--- config.mk ---
export PLATFORM = sky130hd
export DESIGN_NAME = i2c_master_apb_csr
export DESIGN_NICKNAME = d
export VERILOG_FILES = /design/src/rtl/i2c_apb_pkg.sv /design/src/rtl/i2c_sync_fifo.sv /design/src/rtl/i2c_master_apb_csr.sv
export SDC_FILE = /design/constraint.sdc
export NUM_CORES = 1
export LEC_CHECK = 0
export BUFFER_PORTS_ARGS = -buffer_cell sky130_fd_sc_hd__buf_2
export CAP_MARGIN = 20
export CORE_MARGIN = 4
export CORE_UTILIZATION = 44
export DETAILED_ROUTE_END_ITERATION = 10
export PLACE_DENSITY = 0.7
export SETUP_SLACK_MARGIN = 0.4
export SLEW_MARGIN = 10
export SYNTH_ARGS = -nofsm -noshare
export SYNTH_HDL_FRONTEND = slang
export SYNTH_HIERARCHICAL = 1
export SYNTH_SLANG_ARGS = --single-unit
--- constraint.sdc ---
create_clock -name apb_clk -period 6.06 [get_ports apb_clk]
set_clock_uncertainty 0.2 [all_clocks]
set_input_delay 1.818 -clock apb_clk [delete_from_list [all_inputs] [get_ports apb_clk]]
set_output_delay 1.818 -clock apb_clk [all_outputs]
set_load 0.005 [all_outputs]
--- src/rtl/i2c_apb_pkg.sv ---
// rtl/i2c_apb_pkg.sv - shared register map, field indices and FSM encoding for the I2C APB CSR block
// Purpose: constants and types imported by i2c_master_apb_csr.
// Contents: register word offsets (paddr[4:2]), CMD/STATUS bit indices,
//           command entry width, FSM state type.
package i2c_apb_pkg;

  // Register select values for paddr[4:2]
  localparam logic [2:0] REG_CTRL   = 3'd0;
  localparam logic [2:0] REG_CMD    = 3'd1;
  localparam logic [2:0] REG_RDATA  = 3'd2;
  localparam logic [2:0] REG_STATUS = 3'd3;

  // CTRL bits
  localparam int CTRL_ENABLE = 0;
  localparam int CTRL_FLUSH  = 1;

  // CMD entry layout: [7:0] wdata, [23:8] addr, [24] bit_ctrl, [25] rh_wl
  localparam int CMD_W        = 26;
  localparam int CMD_ADDR_LSB = 8;
  localparam int CMD_BIT_CTRL = 24;
  localparam int CMD_RH_WL    = 25;

  // STATUS bits
  localparam int ST_BUSY      = 0;
  localparam int ST_CMD_FULL  = 1;
  localparam int ST_CMD_EMPTY = 2;
  localparam int ST_RD_EMPTY  = 3;
  localparam int ST_RD_FULL   = 4;
  localparam int ST_NACK      = 5;
  localparam int ST_RD_OVF    = 6;
  localparam int ST_TIMEOUT   = 7;
  localparam int ST_CNT_LSB   = 8;

  typedef enum logic [1:0] {
    S_IDLE  = 2'd0,
    S_ISSUE = 2'd1,
    S_WAIT  = 2'd2
  } state_t;

endpackage

--- src/rtl/i2c_sync_fifo.sv ---
// rtl/i2c_sync_fifo.sv - synchronous FIFO with push/pop/flush, full/empty/count
// Ports: clk, rst_n (async active-low), push/wdata, pop/rdata (head, show-ahead),
//        flush (empties; wins over push/pop), full, empty, count.
// A push while full is accepted only if a pop happens in the same cycle.
module i2c_sync_fifo #(
  parameter int WIDTH = 8,
  parameter int DEPTH = 4
) (
  input  logic                       clk,
  input  logic                       rst_n,
  input  logic                       push,
  input  logic [WIDTH-1:0]           wdata,
  input  logic                       pop,
  input  logic                       flush,
  output logic [WIDTH-1:0]           rdata,
  output logic                       full,
  output logic                       empty,
  output logic [$clog2(DEPTH):0]     count
);

  localparam int AW = $clog2(DEPTH);

  logic [WIDTH-1:0] mem [DEPTH];
  logic [AW:0]      wptr;
  logic [AW:0]      rptr;
  logic             do_push;
  logic             do_pop;

  assign count   = wptr - rptr;
  assign full    = (count == (AW+1)'(DEPTH));
  assign empty   = (wptr == rptr);
  assign rdata   = mem[rptr[AW-1:0]];
  assign do_pop  = pop & ~empty;
  assign do_push = push & (~full | do_pop);

  always_ff @(posedge clk or negedge rst_n) begin
    if (!rst_n) begin
      wptr <= '0;
      rptr <= '0;
    end else if (flush) begin
      wptr <= '0;
      rptr <= '0;
    end else begin
      if (do_push) wptr <= wptr + 1'b1;
      if (do_pop)  rptr <= rptr + 1'b1;
    end
  end

  always_ff @(posedge clk) begin
    if (do_push && !flush) mem[wptr[AW-1:0]] <= wdata;
  end

endmodule

--- src/rtl/i2c_master_apb_csr.sv ---
// rtl/i2c_master_apb_csr.sv - APB3 register file and command sequencer for an I2C byte master
// Purpose: software queues byte commands via CMD, the sequencer issues them one at a
//          time to the master, collects read bytes into RDATA and keeps sticky flags.
// Ports: apb_clk/apb_rstn; APB slave (psel/penable/pwrite/paddr/pwdata/prot/pstrb ->
//        pready/prdata/slverr); master command out (wvalid pulse, bit_ctrl, rh_wl,
//        addr, wdata); master response in (rdata/rvalid, done, ack = NACK, busy).
module i2c_master_apb_csr
  import i2c_apb_pkg::*;
#(
  parameter int APB_ABIT     = 32,
  parameter int APB_DBIT     = 32,
  parameter int CMD_DEPTH    = 4,
  parameter int RD_DEPTH     = 4,
  parameter int TIMEOUT_CYC  = 200000,
  parameter int HALT_ON_NACK = 1
) (
  input  logic                apb_clk,
  input  logic                apb_rstn,
  input  logic                i_apb_psel,
  input  logic                i_apb_penable,
  input  logic                i_apb_pwrite,
  input  logic [APB_ABIT-1:0] i_apb_paddr,
  input  logic [APB_DBIT-1:0] i_apb_pwdata,
  input  logic [2:0]          i_apb_prot,
  input  logic [3:0]          i_apb_pstrb,
  output logic                o_apb_pready,
  output logic [APB_DBIT-1:0] o_apb_prdata,
  output logic                o_apb_slverr,
  output logic                o_i2c_wvalid,
  output logic                o_cmd_bit_ctrl,
  output logic                o_cmd_rh_wl,
  output logic [15:0]         o_i2c_addr,
  output logic [7:0]          o_i2c_wdata,
  input  logic [7:0]          i_i2c_rdata,
  input  logic                i_i2c_rvalid,
  input  logic                i_i2c_done,
  input  logic                i_i2c_ack,
  input  logic                i_i2c_busy
);

  localparam int TW = $clog2(TIMEOUT_CYC + 1);
  localparam int CW = $clog2(CMD_DEPTH) + 1;
  localparam int RW = $clog2(RD_DEPTH) + 1;

  state_t          state;
  logic [TW-1:0]   cnt;
  logic            enable, nack, rd_ovf, timeout;

  logic            access;
  logic [2:0]      reg_sel;
  logic            cmd_push, rd_pop, flush, ctrl_we, issue_go, rd_push, busy;
  logic [2:0]      w1c;
  logic [31:0]     status_word;

  logic [CMD_W-1:0] cmd_head;
  logic             cmd_full, cmd_empty;
  logic [CW-1:0]    cmd_count;
  logic [7:0]       rd_head;
  logic             rd_full, rd_empty;
  logic [RW-1:0]    rd_count_unused;
  logic             unused_ok;

  assign unused_ok = ^{i_apb_prot, i_apb_pstrb, i_i2c_busy, i_apb_paddr[APB_ABIT-1:5],
                       i_apb_paddr[1:0], i_apb_pwdata[APB_DBIT-1:CMD_W], rd_count_unused};

  assign o_apb_pready = 1'b1;
  assign access       = i_apb_psel & i_apb_penable;
  assign reg_sel      = i_apb_paddr[4:2];
  assign busy         = (state != S_IDLE) | ~cmd_empty;
  assign issue_go     = (state == S_IDLE) & enable & ~cmd_empty & ~((HALT_ON_NACK != 0) & nack);
  assign rd_push      = (state == S_WAIT) & i_i2c_rvalid & o_cmd_rh_wl;

  i2c_sync_fifo #(.WIDTH(CMD_W), .DEPTH(CMD_DEPTH)) u_cmd_fifo (
    .clk(apb_clk), .rst_n(apb_rstn), .push(cmd_push), .wdata(i_apb_pwdata[CMD_W-1:0]),
    .pop(issue_go), .flush(flush), .rdata(cmd_head), .full(cmd_full),
    .empty(cmd_empty), .count(cmd_count)
  );

  i2c_sync_fifo #(.WIDTH(8), .DEPTH(RD_DEPTH)) u_rd_fifo (
    .clk(apb_clk), .rst_n(apb_rstn), .push(rd_push), .wdata(i_i2c_rdata),
    .pop(rd_pop), .flush(flush), .rdata(rd_head), .full(rd_full),
    .empty(rd_empty), .count(rd_count_unused)
  );

  always_comb begin
    status_word               = '0;
    status_word[ST_BUSY]      = busy;
    status_word[ST_CMD_FULL]  = cmd_full;
    status_word[ST_CMD_EMPTY] = cmd_empty;
    status_word[ST_RD_EMPTY]  = rd_empty;
    status_word[ST_RD_FULL]   = rd_full;
    status_word[ST_NACK]      = nack;
    status_word[ST_RD_OVF]    = rd_ovf;
    status_word[ST_TIMEOUT]   = timeout;
    status_word[ST_CNT_LSB +: 8] = 8'(cmd_count);
  end

  // Register decode; every side effect is qualified by the access cycle.
  always_comb begin
    o_apb_prdata = '0;
    o_apb_slverr = 1'b0;
    cmd_push     = 1'b0;
    rd_pop       = 1'b0;
    flush        = 1'b0;
    ctrl_we      = 1'b0;
    w1c          = '0;
    if (access) begin
      case (reg_sel)
        REG_CTRL: begin
          if (i_apb_pwrite) begin
            ctrl_we = 1'b1;
            flush   = i_apb_pwdata[CTRL_FLUSH];
          end else begin
            o_apb_prdata = APB_DBIT'(enable);
          end
        end
        REG_CMD: begin
          // Full is judged before any same-cycle issue pop.
          if (i_apb_pwrite && !cmd_full) cmd_push = 1'b1;
          else o_apb_slverr = 1'b1;
        end
        REG_RDATA: begin
          if (i_apb_pwrite) begin
            o_apb_slverr = 1'b1;
          end else if (!rd_empty) begin
            o_apb_prdata = APB_DBIT'({1'b1, rd_head});
            rd_pop       = 1'b1;
          end
        end
        REG_STATUS: begin
          if (i_apb_pwrite) w1c = i_apb_pwdata[ST_TIMEOUT:ST_NACK];
          else o_apb_prdata = status_word;
        end
        default: o_apb_slverr = 1'b1;
      endcase
    end
  end

  // Control bit and sticky flags; a set event outranks a same-cycle W1C.
  always_ff @(posedge apb_clk or negedge apb_rstn) begin
    if (!apb_rstn) begin
      enable  <= 1'b0;
      nack    <= 1'b0;
      rd_ovf  <= 1'b0;
      timeout <= 1'b0;
    end else begin
      if (ctrl_we) enable <= i_apb_pwdata[CTRL_ENABLE];
      nack    <= (nack & ~w1c[0]) | ((state == S_WAIT) & i_i2c_done & i_i2c_ack);
      rd_ovf  <= (rd_ovf & ~w1c[1]) | (rd_push & rd_full & ~rd_pop);
      timeout <= (timeout & ~w1c[2]) |
                 ((state == S_WAIT) & ~i_i2c_done & (cnt == TW'(TIMEOUT_CYC - 1)));
    end
  end

  // Command fields are latched on entry to ISSUE and held until the next issue.
  always_ff @(posedge apb_clk or negedge apb_rstn) begin
    if (!apb_rstn) begin
      state          <= S_IDLE;
      cnt            <= '0;
      o_i2c_wvalid   <= 1'b0;
      o_cmd_bit_ctrl <= 1'b0;
      o_cmd_rh_wl    <= 1'b0;
      o_i2c_addr     <= '0;
      o_i2c_wdata    <= '0;
    end else begin
      case (state)
        S_IDLE: begin
          if (issue_go) begin
            state          <= S_ISSUE;
            o_i2c_wvalid   <= 1'b1;
            o_i2c_wdata    <= cmd_head[7:0];
            o_i2c_addr     <= cmd_head[CMD_ADDR_LSB +: 16];
            o_cmd_bit_ctrl <= cmd_head[CMD_BIT_CTRL];
            o_cmd_rh_wl    <= cmd_head[CMD_RH_WL];
          end
        end
        S_ISSUE: begin
          o_i2c_wvalid <= 1'b0;
          cnt          <= '0;
          state        <= S_WAIT;
        end
        S_WAIT: begin
          if (i_i2c_done || cnt == TW'(TIMEOUT_CYC - 1)) state <= S_IDLE;
          else cnt <= cnt + 1'b1;
        end
        default: state <= S_IDLE;
      endcase
    end
  end

endmodule

Word level (Yosys, flattened, before mapping)
Memories as Yosys holds them, arrays and structs flattened. A register that Yosys moved wholly into a read port is not among the register bits.
Cells that the tools add are included.
{ "totals": {"mem_bits_rw": 136, "register_bits": 37, "in_bits": 88, "output_inout_bits": 61, "word_cells": 133, "mem_count": 2} }
{ "mem_list": {"columns": ["name", "words", "width", "rd", "rd_ports_with_merged_regs", "wr", "line_no", "rtl"], "rows": [
  ["u_cmd_fifo.mem", 4, 26, 1, 1, 1, "i2c_sync_fifo.sv:23", "logic [WIDTH-1:0] mem [DEPTH];"],
  ["u_rd_fifo.mem", 4, 8, 1, 0, 1, "i2c_sync_fifo.sv:23", null]
]} }
{ "op_classes": {"bitwise_logic": 35, "eq_ne": 13, "mux": 44, "n_reduce_logical": 21, "add_sub_neg": 7} }
{ "op_table": {"columns": ["op", "count"], "rows": [
  ["case mux 18 bit (2 select lines)", 1],
  ["2-to-1 mux 3 bit", 11],
  ["case mux 11 bit (3 select lines)", 1],
  ["2-to-1 mux 11 bit", 2],
  ["2-to-1 mux 1 bit", 21],
  ["AND 1 bit", 19],
  ["adder 18 x 1 -> 18 bit (second input constant)", 1],
  ["equality test 18 bit (second input constant)", 1],
  ["2-to-1 mux 18 bit", 1],
  ["2-to-1 mux 9 bit", 2],
  ["nonzero test 2 bit", 7],
  ["adder 3 x 1 -> 3 bit (second input constant)", 4],
  ["NOT 1 bit", 10],
  ["AND reduction 2 bit", 4],
  ["equality test 3 x 2 -> 1 bit (second input constant)", 2],
  ["equality test 3 bit", 2],
  ["equality test 3 bit (second input constant)", 2],
  ["OR 1 bit", 6],
  ["case mux 2 bit (3 select lines)", 1],
  ["subtractor 3 bit", 2],
  ["2-to-1 mux 2 bit", 2],
  ["!= test 2 x 1 -> 1 bit (second input constant)", 2],
  ["equality test 3 x 1 -> 1 bit (second input constant)", 1],
  ["logical AND 1 bit", 3],
  ["10 further kinds", 12]
]} }

Longest topological paths before layout
{ "logic_depth": {"ltp_word": 11, "ltp_mapped": 13, "depth_no_buf": 10} }

Modules after synthesis
The synthesis kept the hierarchy.
{ "modules_own_cells": {"columns": ["mod", "seq_area_each_um2", "cells_each", "area_each_um2", "n_inst"], "rows": [
  ["i2c_sync_fifo (u_cmd_fifo)", 3273.1, 189, 4255.3, 1],
  ["i2c_master_apb_csr", 1276.2, 253, 2672.6, 1],
  ["i2c_sync_fifo (u_rd_fifo)", 1111.1, 93, 1665.3, 1]
]} }

Least setup slack after synthesis
OpenSTA, ideal clock, no wires.
{ "synth_timing": {"path_type": "input-to-output", "from": "input i_apb_paddr[2]", "to": "output o_apb_prdata[0]", "path_buffers": 0, "arrival_ns": 2.990, "cell_stages": 4, "required_ns": 4.042, "slack_ns": 1.052, "path_cell_list": "nand2b_1 -> nor4_1 -> nand2_1 -> a21oi_1"} }
{ "synth_between": {"elab_chain_cells": 3, "word_cells_on_any_way": 5, "classes_between": "2 x eq/ne; 2 x mux; 1 x reduce/logical"} }
{ "synth_lines": {"columns": ["element", "line_no", "rtl"], "rows": [
  ["start, declared", "i2c_master_apb_csr.sv:22", "input logic [APB_ABIT-1:0] i_apb_paddr,"],
  ["equality test 3 x 2 -> 1 bit or logical NOT 3 bit (tied branches)", "i2c_master_apb_csr.sv:108", "case (reg_sel)"],
  ["case mux 11 bit (3 select lines) *", "i2c_master_apb_csr.sv:108", null],
  ["2-to-1 mux 11 bit *", "i2c_master_apb_csr.sv:107", "if (access) begin"],
  ["end, declared", "i2c_master_apb_csr.sv:27", "output logic [APB_DBIT-1:0] o_apb_prdata,"]
]} }
Every way passes the cells marked *; elsewhere a longest branch is shown, timed or not.

Worst setup path after layout
{ "layout_timing": {"from": "register u_cmd_fifo.wptr[0]", "to": "output o_apb_slverr"} }
{ "layout_between": {"elab_chain_cells": 7} }
{ "layout_lines": {"columns": ["element", "line_no", "rtl"], "rows": [
  ["start, declared", "i2c_sync_fifo.sv:24", "logic [AW:0] wptr;"],
  ["start signal, assigned", "i2c_sync_fifo.sv:44", "if (do_push) wptr <= wptr + 1'b1;"],
  ["subtractor 3 bit", "i2c_sync_fifo.sv:29", "assign count = wptr - rptr;"],
  ["named net cmd_count[1]", "i2c_master_apb_csr.sv:57", "logic [CW-1:0] cmd_count;"],
  ["equality test 3 bit", "i2c_sync_fifo.sv:30", "assign full = (count == (AW+1)'(DEPTH));"],
  ["named net cmd_full", "i2c_master_apb_csr.sv:56", "logic cmd_full, cmd_empty;"],
  ["logical NOT 1 bit", "i2c_master_apb_csr.sv:119", "if (i_apb_pwrite && !cmd_full) cmd_push = 1'b1;"],
  ["logical AND 1 bit", "i2c_master_apb_csr.sv:119", null],
  ["2-to-1 mux 1 bit", "i2c_master_apb_csr.sv:119", null],
  ["case mux 1 bit (3 select lines)", "i2c_master_apb_csr.sv:108", null],
  ["2-to-1 mux 1 bit", "i2c_master_apb_csr.sv:107", null],
  ["end, declared", "i2c_master_apb_csr.sv:28", "output logic o_apb_slverr,"]
]} }
The timed path passes the listed nets, and every way through them passes these cells.

==> impl_metrics.yaml <==
timing:
  maxSlewHeadroom: 0.474
  maxSlewViolCount: 0
  fmax_mhz: 200
  tightestPinTransition_ps: 789
  setup_tns_ps: 0
  setup_viol: 0
  fin_crit_sh: 0.826
  fin_crit_ps: 5010
  finalHoldViolCount: 0
  rsz0062_at_grt: "false"
critical_path:
  rr_worst_depth: 10
  path_max_fanout: 6
  regToRegSetupSlack_ps: 2220
  cp.arrival_ps: 2990
  critPathLaunchType: "flop"
  critPathKind: "flop to primary output"
  required_ps: 4040
  end_kind: "primary output"
  reg2reg_to: "u_cmd_fifo/mem[1][13]$_DFFE_PP_"
  r2r-start: "u_cmd_fifo/wptr[0]$_DFFE_PN0P_"
min_path:
  holdPathStages: 1
  hold_path_end: "o_i2c_wvalid$_DFFE_PN0P_"
  hold_start: "o_i2c_wvalid$_DFFE_PN0P_"
  hp-class: "flop to flop"
yosys:
  synth.distinct_cells: 60
  ys_seq_elements: 199
  synthArstFlopShare: 0.317
  syn-cell-area_sq_mm: 0.00859
  yosysSeqAreaShare: 0.659
  synthTopCellsByArea: "edfxtp_1 48%, dfrtp_1 18%, mux4_2 8.9%, mux2_2 3.7%, ha_1 2.2%"
  synthCells: 535
  synth_top_area_share: 0.475
  ys_warn_count: 6
  synthFlopType: "edfxtp_1"
  synth_edf_count: 136
  avgSynthCellArea_sq_um: 16.1
  synth_top_cell_by_area: "edfxtp_1"
routing:
  via_per_inst: 5.34
  drc_errors: 0
  drt-initial-drc-count: 168
  wl_per_cell_microns: 18.7
  vias: 4799
  wirelength_microns: 16800
  ant_nets: 0
  drtPass1Iterations: 4
cts:
  clkTransAtPathRegs_ps: 70
  post_cts_buffers: 0
  cts_tree: "built"
  hold_buffers: 0
  numCtsBuffers: 17
  root_buffer: "clkbuf_16"
  clock_path_buffers: 2
  cts_resized: 0
  cts_sinks: 199
  htreeDepth: 4
  clock_latency_ps: 440
global_routing:
  grt_pass1_wl_microns: 26900
  track_usage: 0.160
  grt_max_degree: 35
  grt_remaining_overflow: 0
  antenna_found_initial: 1
  grt_pass1_vias: 5147
power_and_ir_drop:
  max-vdd-ir-drop_mv: 0.269
  total_power_w: 0.00393
  cellPowerDensity_mw_per_mm2: 401
  p_leak_nw: 3.71
cells_and_area:
  stdcell_area_sq_mm: 0.00979
  multi_input_area_sq_mm: 0.00270
  num-fill-cells: 1535
  synthToLayoutAreaGrowth_pct: 13.9
  final_common_cell: "edfxtp_1"
  final_util: 0.516
  fin_cells: 899
  register_area_sq_mm: 0.00566
  drive_above_1_share: 0.311
  antenna_cells: 0
  final_cell_mix: "136 x edfxtp_1, 83 x buf_2, 62 x dfrtp_1"
  fin_nets: 731
outcome:
  outcome: "finished clean"
placement:
  dp.cells: 867
  place_hpwl_microns: 11200
  finalWeightedCongestion: 0.803
  place_area_sq_mm: 0.00924
  io_buffer_count: 83
floorplan:
  row_count: 50
  io_pins: 149
  start_util: 0.453
  die_w_microns: 148
  die_y_microns: 148
  dieArea_sq_mm: 0.0218
  core_sq_mm: 0.0190
job:
  drv_cap: 0
==> worst max-delay path by stage <==
| stage | slack, ps | startpoint | endpoint |
|---|---|---|---|
| 2_1_floorplan | 1050 | i_apb_paddr[2] | o_apb_prdata[0] |
| 3_3_place_gp | 1110 | i_apb_psel | o_apb_prdata[8] |
| 3_5_place_dp | 1110 | i_apb_psel | o_apb_prdata[8] |
| 4_1_cts | 1030 | u_cmd_fifo/wptr[0]$_DFFE_PN0P_ | o_apb_slverr |
| 5_1_grt | 900 | u_cmd_fifo/wptr[0]$_DFFE_PN0P_ | o_apb_slverr |
| 6_report | 1050 | u_cmd_fifo/wptr[0]$_DFFE_PN0P_ | o_apb_slverr |
==> per-layer routing <==
metal  track usage  wire [microns]
met3        0.0454             835
met2         0.284            8880
met1         0.191            6840
met5             0              20
met4        0.0503             225
==> through the flow <==
step                      hold slack (ps)  setup WS (ps)
after detailed placement              282           1110
after floorplan                       251           1050
after global placement                275           1110
after CTS                             296           1030
final                                 286           1050
after global routing                  309            903
==> state kept, by name, summed over array words and instances, names as in the netlist <==
signal	cells
o_i2c_wvalid	1
rd_ovf	1
o_cmd_rh_wl	1
nack	1
timeout	1
u_rd_fifo/rptr	3
o_i2c_wdata	8
cnt	18
u_cmd_fifo/wptr	3
o_cmd_bit_ctrl	1
o_i2c_addr	16
u_rd_fifo/mem	32
enable	1
state	2
u_cmd_fifo/mem	104
u_rd_fifo/wptr	3
u_cmd_fifo/rptr	3
==> synthesized netlist by cell type, drive strengths merged, types with 3 or more instances <==
master  number
a21oi       10
a22oi        7
and2         9
and3         6
and4         3
buf         30
clkbuf      11
dfrtp       63
edfxtp     136
ha          15
inv         17
mux2        32
mux2i        9
mux4        34
nand2       22
nand2b       8
nand3       15
nand4        5
nor2        29
nor2b        5
nor3         6
nor3b        3
nor4         5
o211ai       4
o21ai        8
o311ai       5
o41ai        3
or3          3
xor2         6
==> critical path, stage by stage (launching register included) <==
cell     delay (ps)
dfrtp_1         420
inv_1           140
ha_1            170
inv_1            50
fa_1            500
or3b_1          390
mux2i_2         410
o21ai_0         160
a21oi_1         170
buf_2           140
==> report_power, final <==
part	internal, W	total [W]	switching [W]
clock network	0.000560	0.00106	0.000499
logic	0.000541	0.00106	0.000524
registers	0.00163	0.00180	0.000170
==> area by class of cell <==
| cell class | instances | area share |
|---|---|---|
| sequential | 199 | 0.578 |
| multi-input combinational | 298 | 0.275 |
| clock inverter | 9 | 0.00844 |
| clock buffer | 23 | 0.0478 |
| tap | 260 | 0.0332 |
| timing repair buffer | 93 | 0.0501 |
| inverter | 17 | 0.00652 |
==> cells by family after synthesis <==
family          after synthesis  share of synthesized area
flops                       199                      0.659
other cells                   2                   0.000874
compound gates               51                     0.0448
mux                          75                      0.143
simple gates                125                     0.0786
xor+xnor                      8                     0.0108
buf+inv                      58                     0.0364
fa+ha+maj                    17                     0.0265
No activity file was read; power rests on OpenSTA's default activity.
